## src/rtl/control_pkg.sv

```systemverilog
// control_pkg: shared constants for the accumulator-CPU microsequencer.
// Holds the opcode map, the T-state encoding, the ACC shift-mode codes, the
// bundled strobe payload, and the per-opcode last-step lookup used when
// CTRL_EARLY_END_EN is defined.
package control_pkg;

    localparam int unsigned OP_W   = 8;
    localparam int unsigned STEP_W = 4;
    localparam int unsigned SH_W   = 2;

    // T-states, T1 first
    typedef enum logic [STEP_W-1:0] {
        T1  = 4'd0,
        T2  = 4'd1,
        T3  = 4'd2,
        T4  = 4'd3,
        T5  = 4'd4,
        T6  = 4'd5,
        T7  = 4'd6,
        T8  = 4'd7,
        T9  = 4'd8,
        T10 = 4'd9,
        T11 = 4'd10,
        T12 = 4'd11
    } step_e;

    // ACC high/low shift modes
    localparam logic [SH_W-1:0] SH_HOLD = 2'b00;
    localparam logic [SH_W-1:0] SH_SHR  = 2'b01;
    localparam logic [SH_W-1:0] SH_SHL  = 2'b10;
    localparam logic [SH_W-1:0] SH_LOAD = 2'b11;

    // Opcode map
    localparam logic [OP_W-1:0] OP_NOP      = 8'h00;
    localparam logic [OP_W-1:0] OP_CLA      = 8'h07;
    localparam logic [OP_W-1:0] OP_LDM      = 8'h0B;
    localparam logic [OP_W-1:0] OP_LDI_TMP  = 8'h10;
    localparam logic [OP_W-1:0] OP_LDI_C    = 8'h14;
    localparam logic [OP_W-1:0] OP_LDI_D    = 8'h15;
    localparam logic [OP_W-1:0] OP_LDI_R    = 8'h16;
    localparam logic [OP_W-1:0] OP_MOVB_TMP = 8'h50;
    localparam logic [OP_W-1:0] OP_MOVB_C   = 8'h52;
    localparam logic [OP_W-1:0] OP_MOVB_D   = 8'h54;
    localparam logic [OP_W-1:0] OP_ADD      = 8'h83;
    localparam logic [OP_W-1:0] OP_SUB      = 8'h84;
    localparam logic [OP_W-1:0] OP_AND      = 8'h88;
    localparam logic [OP_W-1:0] OP_MUL      = 8'h8A;
    localparam logic [OP_W-1:0] OP_DIV      = 8'h8B;
    localparam logic [OP_W-1:0] OP_SHL      = 8'h8C;
    localparam logic [OP_W-1:0] OP_SHR      = 8'h8D;
    localparam logic [OP_W-1:0] OP_IN       = 8'h98;
    localparam logic [OP_W-1:0] OP_KEY      = 8'h9A;
    localparam logic [OP_W-1:0] OP_OUT      = 8'hA0;
    localparam logic [OP_W-1:0] OP_OUT_BOTH = 8'hA1;
    localparam logic [OP_W-1:0] OP_KOUT     = 8'hA2;
    localparam logic [OP_W-1:0] OP_JMP      = 8'hA8;
    localparam logic [OP_W-1:0] OP_JZ       = 8'hB0;
    localparam logic [OP_W-1:0] OP_JS       = 8'hB9;
    localparam logic [OP_W-1:0] OP_JNZ      = 8'hBD;
    localparam logic [OP_W-1:0] OP_STA_TMP  = 8'hD0;
    localparam logic [OP_W-1:0] OP_STA_C    = 8'hD2;
    localparam logic [OP_W-1:0] OP_STA_D    = 8'hD4;
    localparam logic [OP_W-1:0] OP_STA_R    = 8'hD6;

    // Datapath strobe bundle
    typedef struct packed {
        logic            pc_oen;
        logic            pc_inc;
        logic            load_pc;
        logic            mar_inen;
        logic            rom_en;
        logic            mdr_inen;
        logic            mdr_oen;
        logic            ir_inen;
        logic            tmp_inen;
        logic            tmp_oen;
        logic            creg_inen;
        logic            creg_oen;
        logic            dreg_inen;
        logic            dreg_oen;
        logic            rreg_inen;
        logic            rreg_oen;
        logic            breg_inen;
        logic            inreg_oen;
        logic            keych_oen;
        logic            outreg_inen;
        logic            keyout_inen;
        logic            acc_oen;
        logic            ah_inen;
        logic            ah_reset;
        logic            adds;
        logic            subs;
        logic            ands;
        logic            muls;
        logic            divs;
        logic [SH_W-1:0] hs;
        logic [SH_W-1:0] ls;
    } ctrl_t;

    // Last step carrying a non-NOP strobe for each opcode (undefined -> fetch only)
    function automatic step_e last_step(input logic [OP_W-1:0] op);
        step_e s;
        case (op)
            OP_LDM:                                   s = T8;
            OP_MUL, OP_DIV:                           s = T12;
            OP_LDI_TMP, OP_LDI_C, OP_LDI_D, OP_LDI_R,
            OP_JMP, OP_JZ, OP_JS, OP_JNZ:             s = T6;
            OP_CLA, OP_MOVB_TMP, OP_MOVB_C, OP_MOVB_D,
            OP_STA_TMP, OP_STA_C, OP_STA_D, OP_STA_R,
            OP_ADD, OP_SUB, OP_AND, OP_SHL, OP_SHR,
            OP_IN, OP_KEY, OP_OUT, OP_OUT_BOTH,
            OP_KOUT:                                  s = T4;
            default:                                  s = T3;
        endcase
        return s;
    endfunction

endpackage

```

## src/rtl/control_block_t_state_counter.sv

```systemverilog
// t_state_counter: T1..T12 step counter of the microsequencer.
// Ports: clk (rising edge), clr (async active-high, forces/holds T1),
//        early_end (return to T1 on the next edge), step (current T-state).
module t_state_counter
    import control_pkg::*;
(
    input  logic  clk,
    input  logic  clr,
    input  logic  early_end,
    output step_e step
);

    step_e step_q;
    step_e step_d;

    // Next step: wrap after T12 or when the instruction ends early
    always_comb begin
        if (early_end || (step_q == T12)) begin
            step_d = T1;
        end else begin
            step_d = step_e'(STEP_W'(step_q) + STEP_W'(1));
        end
    end

    always_ff @(posedge clk or posedge clr) begin
        if (clr) begin
            step_q <= T1;
        end else begin
            step_q <= step_d;
        end
    end

    assign step = step_q;

endmodule

```

## src/rtl/control_block.sv

```systemverilog
// control_block: hardwired microsequencer of the 8-bit accumulator CPU.
// Runs a 3-step fetch then decodes the IR opcode into bus-enable, ALU-select
// and ACC shift-mode strobes. Strobes are combinational from (step, opcode,
// flags) and are all low while clr is high.
// Ports: clk, clr (async active-high), opcode[7:0], z_f, s_f in;
//        PC/MAR/ROM/MDR/IR/TMP/C/D/R/B/IO/ACC/AH strobes, ALU selects,
//        hs[1:0]/ls[1:0] shift modes out.
// Build option: CTRL_EARLY_END_EN shortens each instruction to its last
//               active step; otherwise every instruction takes 12 clocks.
module control_block
    import control_pkg::*;
(
    input  logic            clk,
    input  logic            clr,
    input  logic [OP_W-1:0] opcode,
    input  logic            z_f,
    input  logic            s_f,
    output logic            pc_oen,
    output logic            pc_inc,
    output logic            load_pc,
    output logic            mar_inen,
    output logic            rom_en,
    output logic            mdr_inen,
    output logic            mdr_oen,
    output logic            ir_inen,
    output logic            tmp_inen,
    output logic            tmp_oen,
    output logic            creg_inen,
    output logic            creg_oen,
    output logic            dreg_inen,
    output logic            dreg_oen,
    output logic            rreg_inen,
    output logic            rreg_oen,
    output logic            breg_inen,
    output logic            inreg_oen,
    output logic            keych_oen,
    output logic            outreg_inen,
    output logic            keyout_inen,
    output logic            acc_oen,
    output logic            ah_inen,
    output logic            ah_reset,
    output logic            adds,
    output logic            subs,
    output logic            ands,
    output logic            muls,
    output logic            divs,
    output logic [SH_W-1:0] hs,
    output logic [SH_W-1:0] ls
);

    step_e step;
    logic  early_end_c;
    logic  opf_c;
    ctrl_t c;

`ifdef CTRL_EARLY_END_EN
    assign early_end_c = (step == last_step(opcode));
`else
    assign early_end_c = 1'b0;
`endif

    t_state_counter u_tsc (
        .clk       (clk),
        .clr       (clr),
        .early_end (early_end_c),
        .step      (step)
    );

    // Opcodes that fetch an immediate operand in T4..T6
    assign opf_c = opcode inside {OP_LDM, OP_LDI_TMP, OP_LDI_C, OP_LDI_D, OP_LDI_R,
                                  OP_JMP, OP_JZ, OP_JS, OP_JNZ};

    // Strobe decode
    always_comb begin
        c = '0;
        if (!clr) begin
            // Instruction fetch, common to every opcode
            case (step)
                T1: begin c.pc_oen = 1'b1; c.mar_inen = 1'b1; end
                T2: begin c.rom_en = 1'b1; c.mdr_inen = 1'b1; c.pc_inc = 1'b1; end
                T3: begin c.mdr_oen = 1'b1; c.ir_inen = 1'b1; end
                default: ;
            endcase

            // Operand fetch; destination added per opcode below
            if (opf_c) begin
                case (step)
                    T4: begin c.pc_oen = 1'b1; c.mar_inen = 1'b1; end
                    T5: begin c.rom_en = 1'b1; c.mdr_inen = 1'b1; c.pc_inc = 1'b1; end
                    T6: c.mdr_oen = 1'b1;
                    default: ;
                endcase
            end

            case (opcode)
                OP_CLA: if (step == T4) c.ah_reset = 1'b1;
                OP_LDM: begin
                    // Operand is an address: reload MAR then read the data byte
                    case (step)
                        T6: c.mar_inen = 1'b1;
                        T7: begin c.rom_en = 1'b1; c.mdr_inen = 1'b1; end
                        T8: begin c.mdr_oen = 1'b1; c.tmp_inen = 1'b1; end
                        default: ;
                    endcase
                end
                OP_LDI_TMP: if (step == T6) c.tmp_inen  = 1'b1;
                OP_LDI_C:   if (step == T6) c.creg_inen = 1'b1;
                OP_LDI_D:   if (step == T6) c.dreg_inen = 1'b1;
                OP_LDI_R:   if (step == T6) c.rreg_inen = 1'b1;
                OP_MOVB_TMP: if (step == T4) begin c.tmp_oen  = 1'b1; c.breg_inen = 1'b1; end
                OP_MOVB_C:   if (step == T4) begin c.creg_oen = 1'b1; c.breg_inen = 1'b1; end
                OP_MOVB_D:   if (step == T4) begin c.dreg_oen = 1'b1; c.breg_inen = 1'b1; end
                OP_STA_TMP: if (step == T4) begin c.acc_oen = 1'b1; c.tmp_inen  = 1'b1; end
                OP_STA_C:   if (step == T4) begin c.acc_oen = 1'b1; c.creg_inen = 1'b1; end
                OP_STA_D:   if (step == T4) begin c.acc_oen = 1'b1; c.dreg_inen = 1'b1; end
                OP_STA_R:   if (step == T4) begin c.acc_oen = 1'b1; c.rreg_inen = 1'b1; end
                OP_ADD, OP_SUB, OP_AND: begin
                    if (step == T4) begin
                        c.adds    = (opcode == OP_ADD);
                        c.subs    = (opcode == OP_SUB);
                        c.ands    = (opcode == OP_AND);
                        c.ah_inen = 1'b1;
                        c.hs      = SH_LOAD;
                        c.ls      = SH_LOAD;
                    end
                end
                OP_MUL, OP_DIV: begin
                    // Clear AH, then eight shift-and-accumulate steps T5..T12
                    if (step == T4) begin
                        c.ah_reset = 1'b1;
                    end else if (step >= T5) begin
                        c.muls    = (opcode == OP_MUL);
                        c.divs    = (opcode == OP_DIV);
                        c.ah_inen = 1'b1;
                        c.hs      = (opcode == OP_MUL) ? SH_SHL : SH_SHR;
                        c.ls      = (opcode == OP_MUL) ? SH_SHL : SH_SHR;
                    end
                end
                OP_SHL: if (step == T4) begin c.hs = SH_SHL; c.ls = SH_SHL; end
                OP_SHR: if (step == T4) begin c.hs = SH_SHR; c.ls = SH_SHR; end
                OP_IN:  if (step == T4) begin c.inreg_oen = 1'b1; c.breg_inen = 1'b1; end
                OP_KEY: if (step == T4) begin c.keych_oen = 1'b1; c.breg_inen = 1'b1; end
                OP_OUT: if (step == T4) begin c.acc_oen = 1'b1; c.outreg_inen = 1'b1; end
                OP_KOUT: if (step == T4) begin c.acc_oen = 1'b1; c.keyout_inen = 1'b1; end
                OP_OUT_BOTH: if (step == T4) begin
                    c.acc_oen     = 1'b1;
                    c.outreg_inen = 1'b1;
                    c.keyout_inen = 1'b1;
                end
                // Jumps: PC load from the fetched operand, flag sampled at T6
                OP_JMP: if (step == T6) c.load_pc = 1'b1;
                OP_JZ:  if (step == T6) c.load_pc = z_f;
                OP_JS:  if (step == T6) c.load_pc = s_f;
                OP_JNZ: if (step == T6) c.load_pc = !z_f;
                default: ;
            endcase
        end
    end

    assign pc_oen      = c.pc_oen;
    assign pc_inc      = c.pc_inc;
    assign load_pc     = c.load_pc;
    assign mar_inen    = c.mar_inen;
    assign rom_en      = c.rom_en;
    assign mdr_inen    = c.mdr_inen;
    assign mdr_oen     = c.mdr_oen;
    assign ir_inen     = c.ir_inen;
    assign tmp_inen    = c.tmp_inen;
    assign tmp_oen     = c.tmp_oen;
    assign creg_inen   = c.creg_inen;
    assign creg_oen    = c.creg_oen;
    assign dreg_inen   = c.dreg_inen;
    assign dreg_oen    = c.dreg_oen;
    assign rreg_inen   = c.rreg_inen;
    assign rreg_oen    = c.rreg_oen;
    assign breg_inen   = c.breg_inen;
    assign inreg_oen   = c.inreg_oen;
    assign keych_oen   = c.keych_oen;
    assign outreg_inen = c.outreg_inen;
    assign keyout_inen = c.keyout_inen;
    assign acc_oen     = c.acc_oen;
    assign ah_inen     = c.ah_inen;
    assign ah_reset    = c.ah_reset;
    assign adds        = c.adds;
    assign subs        = c.subs;
    assign ands        = c.ands;
    assign muls        = c.muls;
    assign divs        = c.divs;
    assign hs          = c.hs;
    assign ls          = c.ls;

endmodule

```

## config.mk

```make
export PLATFORM = sky130hd
export DESIGN_NAME = control_block
export DESIGN_NICKNAME = d
export VERILOG_FILES = /design/src/rtl/control_pkg.sv /design/src/rtl/control_block_t_state_counter.sv /design/src/rtl/control_block.sv
export SDC_FILE = /design/constraint.sdc
export NUM_CORES = 1
export LEC_CHECK = 0
export CELL_PAD_IN_SITES_DETAIL_PLACEMENT = 1
export CELL_PAD_IN_SITES_GLOBAL_PLACEMENT = 1
export CORE_ASPECT_RATIO = 0.75
export CORE_UTILIZATION = 30
export DETAILED_ROUTE_END_ITERATION = 7
export GPL_ROUTABILITY_DRIVEN = 0
export PLACE_DENSITY = 0.91
export SLEW_MARGIN = 10
export SYNTH_ARGS = -nofsm -noshare
export SYNTH_HDL_FRONTEND = slang
export SYNTH_HIERARCHICAL = 1
export SYNTH_SLANG_ARGS = --single-unit
```

## constraint.sdc

```tcl
create_clock -name clk -period 3.85 [get_ports clk]
set_input_delay 0.77 -clock clk [delete_from_list [all_inputs] [get_ports clk]]
set_output_delay 0.77 -clock clk [all_outputs]
set_load 0.02 [all_outputs]
```

==> flow_metrics.py, run 1 <==
metrics = {
    "detailed_routing": {
        "routed_via_density": 6.000,
        "final_antenna_net_count": 0,
        "dr.pass1.iters": 4,
        "drc": 0,
        "wl_per_cell_um": 19.19,
        "drt_iter0_markers": 97,
        "via_count": 1602,
        "routed_wl_mm": 5.124,
    },
    "grt": {
        "antenna_found_initial": 0,
        "grt_max_degree": 17,
        "grt_pass1_wl_mm": 8.217,
        "grt_use_total_pct": 31.62,
        "grt_pass1_vias": 1647,
        "grt-ovfl-total": 0,
    },
    "synthesis": {
        "syn-mean-instance-area_um2": 6.343,
        "yosysSeqAreaShare_pct": 9.926,
        "syn_area_um2": 1008,
        "ys_seq_elements": 4,
        "synth_cell_types": 50,
        "async_flop_share_pct": 100.0,
        "ys_dominant_reg_cell": "dfrtp_1",
        "netlist_top_cells_area": "dfrtp_1, nor3_1, a21oi_1, nand2_1, nand2b_1",
        "syn_inst": 159,
        "yosysTopAreaCellShare_pct": 9.926,
        "synth_edf_count": 0,
        "yosysWarnings": 6,
        "synth_top_cell_by_area": "dfrtp_1",
    },
    "clock_network": {
        "cts.reportedPaths.clkPinSlew_ps": 30,
        "htree_levels": 1,
        "cts_sinks": 4,
        "clock_path_buffers": 2,
        "cts_tree": "yes",
        "cts_root_buf": "clkbuf_8",
        "insertion_delay_ps": 210,
        "cts_buffers": 3,
        "cts_setup_buffers": 0,
        "hold_buffers": 0,
    },
    "hold_path": {
        "min_path_type": "flip-flop to flip-flop",
        "hold_depth": 2,
    },
    "finish": {
        "fill_cells": 410,
        "largest_register_ff_count": 4,
        "drive_above_1_share_pct": 20.96,
        "diodes": 0,
        "fin_nets": 244,
        "design_area_um2": 1723,
        "syn_to_final_growth_pct": 70.84,
    },
    "timing": {
        "finClkSkew_ps": 2.500,
        "fin_crit_sh_pct": 97.49,
        "setup_tns_ps": 0,
        "fmax_mhz": 266.4,
        "finalSetupViolCount": 0,
        "slew_viol_final": 0,
        "period_minus_slack_ps": 3753,
        "rsz0062_at_grt": "false",
        "hold_violations": 0,
        "hold_ws_ps": 735.8,
    },
    "place": {
        "portBuffers": 43,
        "hpwlAfterDp_mm": 4.082,
        "postPlaceCellArea_um2": 1682,
    },
    "critical_path": {
        "cp_max_fo": 5,
        "path_class": "primary input to primary output",
        "crit_required_ps": 3080,
        "endpoint_kind": "primary output",
        "arrival_ps": 2980,
        "r2r_cells": 4,
        "crit_path_start_kind": "primary input",
    },
    "power": {
        "power_frac_clock_pct": 32.5,
        "powerDensity_nw_per_um2": 154.4,
        "switching_share_pct": 37.04,
        "pwr-share-comb_pct": 48.9,
        "p_switching_w": 0.00009851,
        "cell_internal_pwr_w": 0.0001674,
        "irDropWorstVdd_mv": 0.1896,
        "seqPwrFrac_pct": 18.7,
        "leakage_nw": 0.8184,
    },
    "floorplanning": {
        "num_rows": 17,
        "start_util_pct": 32.92,
        "dieArea_um2": 3600,
        "boundaryPins": 45,
        "fp.dieW_um": 68.95,
        "die_h_um": 52.21,
        "core-area_um2": 3063,
    },
    "job": {
        "cap_viol_max_count": 0,
    },
    "outcome": {
        "status": "complete, no violations",
    },
}
## layout make-up
class	count	area [um2]	share of cell area [%]
multi-input combinational	140	834.6	48.44
timing repair buffer	78	684.4	39.72
sequential	4	100.1	5.810
tap	38	47.55	2.760
clock buffer	3	41.29	2.397
inverter	4	15.01	0.8715
## cells in the final DEF, fill, tap and decap left out, types with 2 or more instances in the layout
cell type        netlist  final
nand3b_1               2      2
nor4_1                 3      3
o31ai_1                2      2
o21ai_0               10     10
nor2_1                13     12
nor3_1                15     15
and3_1                 3      3
nand4_1                5      5
clkdlybuf4s50_1        0     21
or3_1                  7      7
dlymetal6s2s_1         0      7
nand2_1               14     14
dfrtp_1                4      4
clkbuf_8               0      3
a21oi_1               12     12
inv_1                  4      4
dlygate4sd2_1          0     13
nand4b_1               2      2
clkbuf_2               0      2
and2b_2                2      2
conb_1                 1      4
maj3_1                 2      2
buf_4                  5     35
nand2b_1               8      8
nor2b_1                3      3
nand3_1                6      6
## critical path, cell delays in order
cell and delay [ps]:
clkdlybuf4s50_1 590, buf_4 160, nor2b_1 250, nand4_1 250, nor3_1 290, clkdlybuf4s50_1 660
## timing repair
action                                 4_1_cts  5_1_grt
pin swaps                                    0        0
cloned                                       0        0
resized for setup                           16       13
endpoints found under the hold margin        0        0
setup endpoints to repair                   15       11
## cells in the mapped netlist, types with 3 or more instances
library cell / instances
nand3_1: 6
nor2_1: 13
nand2b_1: 8
and3_1: 3
inv_1: 4
a21oi_1: 12
dfrtp_1: 4
clkbuf_1: 8
nor4_1: 3
nor3_1: 15
buf_4: 5
nor2b_1: 3
nand2_1: 14
or3_1: 7
nand4_1: 5
o21ai_0: 10
## final timing paths
path,from,end,slack (ps)
setup / recovery,opcode[4],dreg_oen,100
hold / removal,u_tsc/step[3],u_tsc/step[3],740
setup reg to reg,u_tsc/step[0],u_tsc/step[1],2560
hold reg to reg,u_tsc/step[3],u_tsc/step[3],740
max in group asynchronous,clr,u_tsc/step[2],2720
min in group asynchronous,clr,u_tsc/step[0],960
## per-layer routing
metal,GRT usage [%],part of all wire [%],up-vias
li1,-,-,721
met1,40.68,43,781
met2,51.13,47,82
met3,3.913,6.3,18
met4,16.33,3.8,0
met5,0,0,-
## stage by stage
step           util, %  setup WS, ps  cells  power [W]
6_report         56.25         96.53    267  0.0002659
5_1_grt          56.25         1.304    267  0.0002797
4_1_cts          55.84         10.34    267  0.0002654
3_5_place_dp     54.90        -255.3    264  0.0001779
3_3_place_gp     54.90        -216.0    264  0.0001671
2_1_floorplan        -         472.2    162  0.0001123
## logic make-up after synthesis
family	share of synthesized area, %
flip-flops	9.926
AND/OR/NAND/NOR	53.73
buffers and inverters	9.305
other	0.3719
multiplexers	0.9926
AO/OA/AOI/OAI	21.59
adder cells (fa/ha/maj)	3.226
XOR/XNOR	0.8686
## power groups by stage
stage          sequential, W   clock, W  combinational (W)
3_5_place_dp       0.0000497          0           0.000128
4_1_cts            0.0000493  0.0000888           0.000127
2_1_floorplan      0.0000498          0          0.0000624
5_1_grt            0.0000502  0.0000908           0.000139
6_report           0.0000496  0.0000864           0.000130
3_3_place_gp       0.0000492          0           0.000118
Note: power is estimated with default switching activity, not from simulation.
==> run 2, diff against run 1 <==
CTS_CLUSTER_SIZE = 8   (was unset)
GPL_TIMING_DRIVEN = 0   (was unset)
SKIP_LAST_GASP = 1   (was unset)
==> flow_metrics.py, run 2 (synthesized netlist as in run 1, its figures left out) <==
metrics = {
    "timing": {
        "fin_crit_sh_pct": 101.2,
        "finClkSkew_ps": 5.327,
        "finalWorstSetupSlack_ps": -47.96,
        "fmax_mhz": 256.5,
        "finalSetupViolCount": 1,
        "maxSlewHeadroom_pct": 64.68,
        "hold_violations": 0,
        "period_minus_slack_ps": 3898,
        "tightest_slew_ps": 529.9,
        "hold_ws_ps": 692.9,
        "slew_viol_final": 0,
        "rsz0062_at_grt": "true",
    },
    "critical_path": {
        "cp_max_fo": 8,
        "crit_path_start_kind": "primary input",
        "rrSetupSlack_ps": 2550,
        "r2r-start": "u_tsc/step[1]",
        "crit_path_start": "clr",
        "crit_path_end": "creg_inen",
        "reg2reg_to": "u_tsc/step[3]",
        "arrival_ps": 3130,
        "path_class": "primary input to primary output",
        "crit_required_ps": 3080,
        "endpoint_kind": "primary output",
        "r2r_cells": 3,
    },
    "hold_path": {
        "min_path_type": "flip-flop to flip-flop",
    },
    "detailed_routing": {
        "wl_per_cell_um": 17.30,
        "final_antenna_net_count": 0,
        "routed_wl_mm": 4.205,
        "drc": 0,
        "dr.pass1.iters": 4,
        "via_count": 1444,
        "drt_iter0_markers": 103,
        "routed_via_density": 5.942,
    },
    "power": {
        "power_w": 0.0002453,
        "powerDensity_nw_per_um2": 159.5,
        "leakage_nw": 0.6942,
        "irDropWorstVdd_mv": 0.1954,
    },
    "grt": {
        "antenna_found_initial": 0,
        "grt_max_degree": 14,
        "grt_pass1_vias": 1403,
        "grt_use_total_pct": 25.30,
        "grt_pass1_wl_mm": 6.844,
        "grt-ovfl-total": 0,
    },
    "outcome": {
        "status": "finished, violations left",
        "failed_checks": "negative setup slack",
    },
    "place": {
        "pre_cts_slack_ps": -551.0,
        "portBuffers": 40,
        "hpwlAfterDp_mm": 3.195,
        "dpl.cell_count": 240,
    },
    "floorplanning": {
        "dieArea_um2": 3600,
        "core-area_um2": 3063,
        "start_util_pct": 32.92,
        "boundaryPins": 45,
        "num_rows": 17,
        "fp.dieW_um": 68.95,
        "die_h_um": 52.21,
    },
    "finish": {
        "mostFrequentLayoutCell": "clkdlybuf4s50_1",
        "fin_util_pct": 50.20,
        "drive_above_1_share_pct": 13.17,
        "fin_nets": 220,
        "final_cell_mix": "clkdlybuf4s50_1, nor3_1, nand2_1, nor2_1, a21oi_1",
        "final-seq-area_um2": 100.1,
        "fill_cells": 412,
        "finalNonFillerCells": 243,
        "diodes": 0,
        "largest_register_ff_count": 4,
        "syn_to_final_growth_pct": 52.48,
        "multi_input_area_um2": 848.3,
    },
    "clock_network": {
        "clock_path_buffers": 2,
        "cts_tree": "yes",
        "cts_setup_buffers": 0,
        "htree_levels": 1,
        "cts_root_buf": "clkbuf_8",
        "hold_buffers": 0,
        "cts_buffers": 3,
        "cts_sinks": 4,
        "insertion_delay_ps": 220,
        "cts.reportedPaths.clkPinSlew_ps": 40,
    },
    "job": {
        "cap_viol_max_count": 0,
    },
}
## run 2: worst min path at each step
stage | startpoint | to | slack (ps) | cells past startpoint
after floorplan | clr | u_tsc/step[0] | 540 | 1
after global placement | u_tsc/step[0] | u_tsc/step[3] | 630 | 2
after detailed placement | u_tsc/step[0] | u_tsc/step[3] | 660 | 2
after CTS | u_tsc/step[0] | u_tsc/step[0] | 690 | 1
after global routing | u_tsc/step[0] | u_tsc/step[0] | 720 | 1
final | u_tsc/step[0] | u_tsc/step[0] | 690 | 1
## run 2: area by class of cell
cell class	instances	area share, %
Buffer	14	5.370
Multi-Input combinational cell	140	55.17
Clock buffer	3	2.685
Tap cell	38	3.092
Timing Repair Buffer	40	26.20
Inverter	4	0.9764
Sequential cell	4	6.509
## run 2: stage by stage
step / instance area, um2 / TNS [ps]
after CTS: 1524 / -368.8
final: 1538 / -47.96
after global placement: 1468 / -3394
after detailed placement: 1468 / -4281
after global routing: 1538 / -147.4
after floorplan: 1020 / 0
## run 2: power by group
| part | internal [W] | switching, W |
|---|---|---|
| clock network | 0.0000667 | 0.0000222 |
| registers | 0.0000448 | 0.00000776 |
| logic | 0.0000412 | 0.0000626 |
| total | 0.000153 | 0.0000926 |
## run 2: critical path, stage by stage
cell and delay (ps):
clkdlybuf4s50_1 430, buf_6 150, nand2b_1 180, or3b_4 460, or4_4 450, or3_1 370, a21oi_1 160, buf_4 160
## run 2: what timing repair did
action                                  CTS  global route
gates cloned                              0             0
gates resized for setup                  26            17
endpoints found under the setup margin   18            14
## run 2: metal layers
layer / wire (um) / GRT usage (%) / up-vias
met1: 1973 / 35.32 / 698
met2: 1937 / 41.10 / 66
met3: 260 / 2.609 / 4
li1: - / - / 676
met4: 34 / 6.122 / 0
met5: 0 / 0 / -
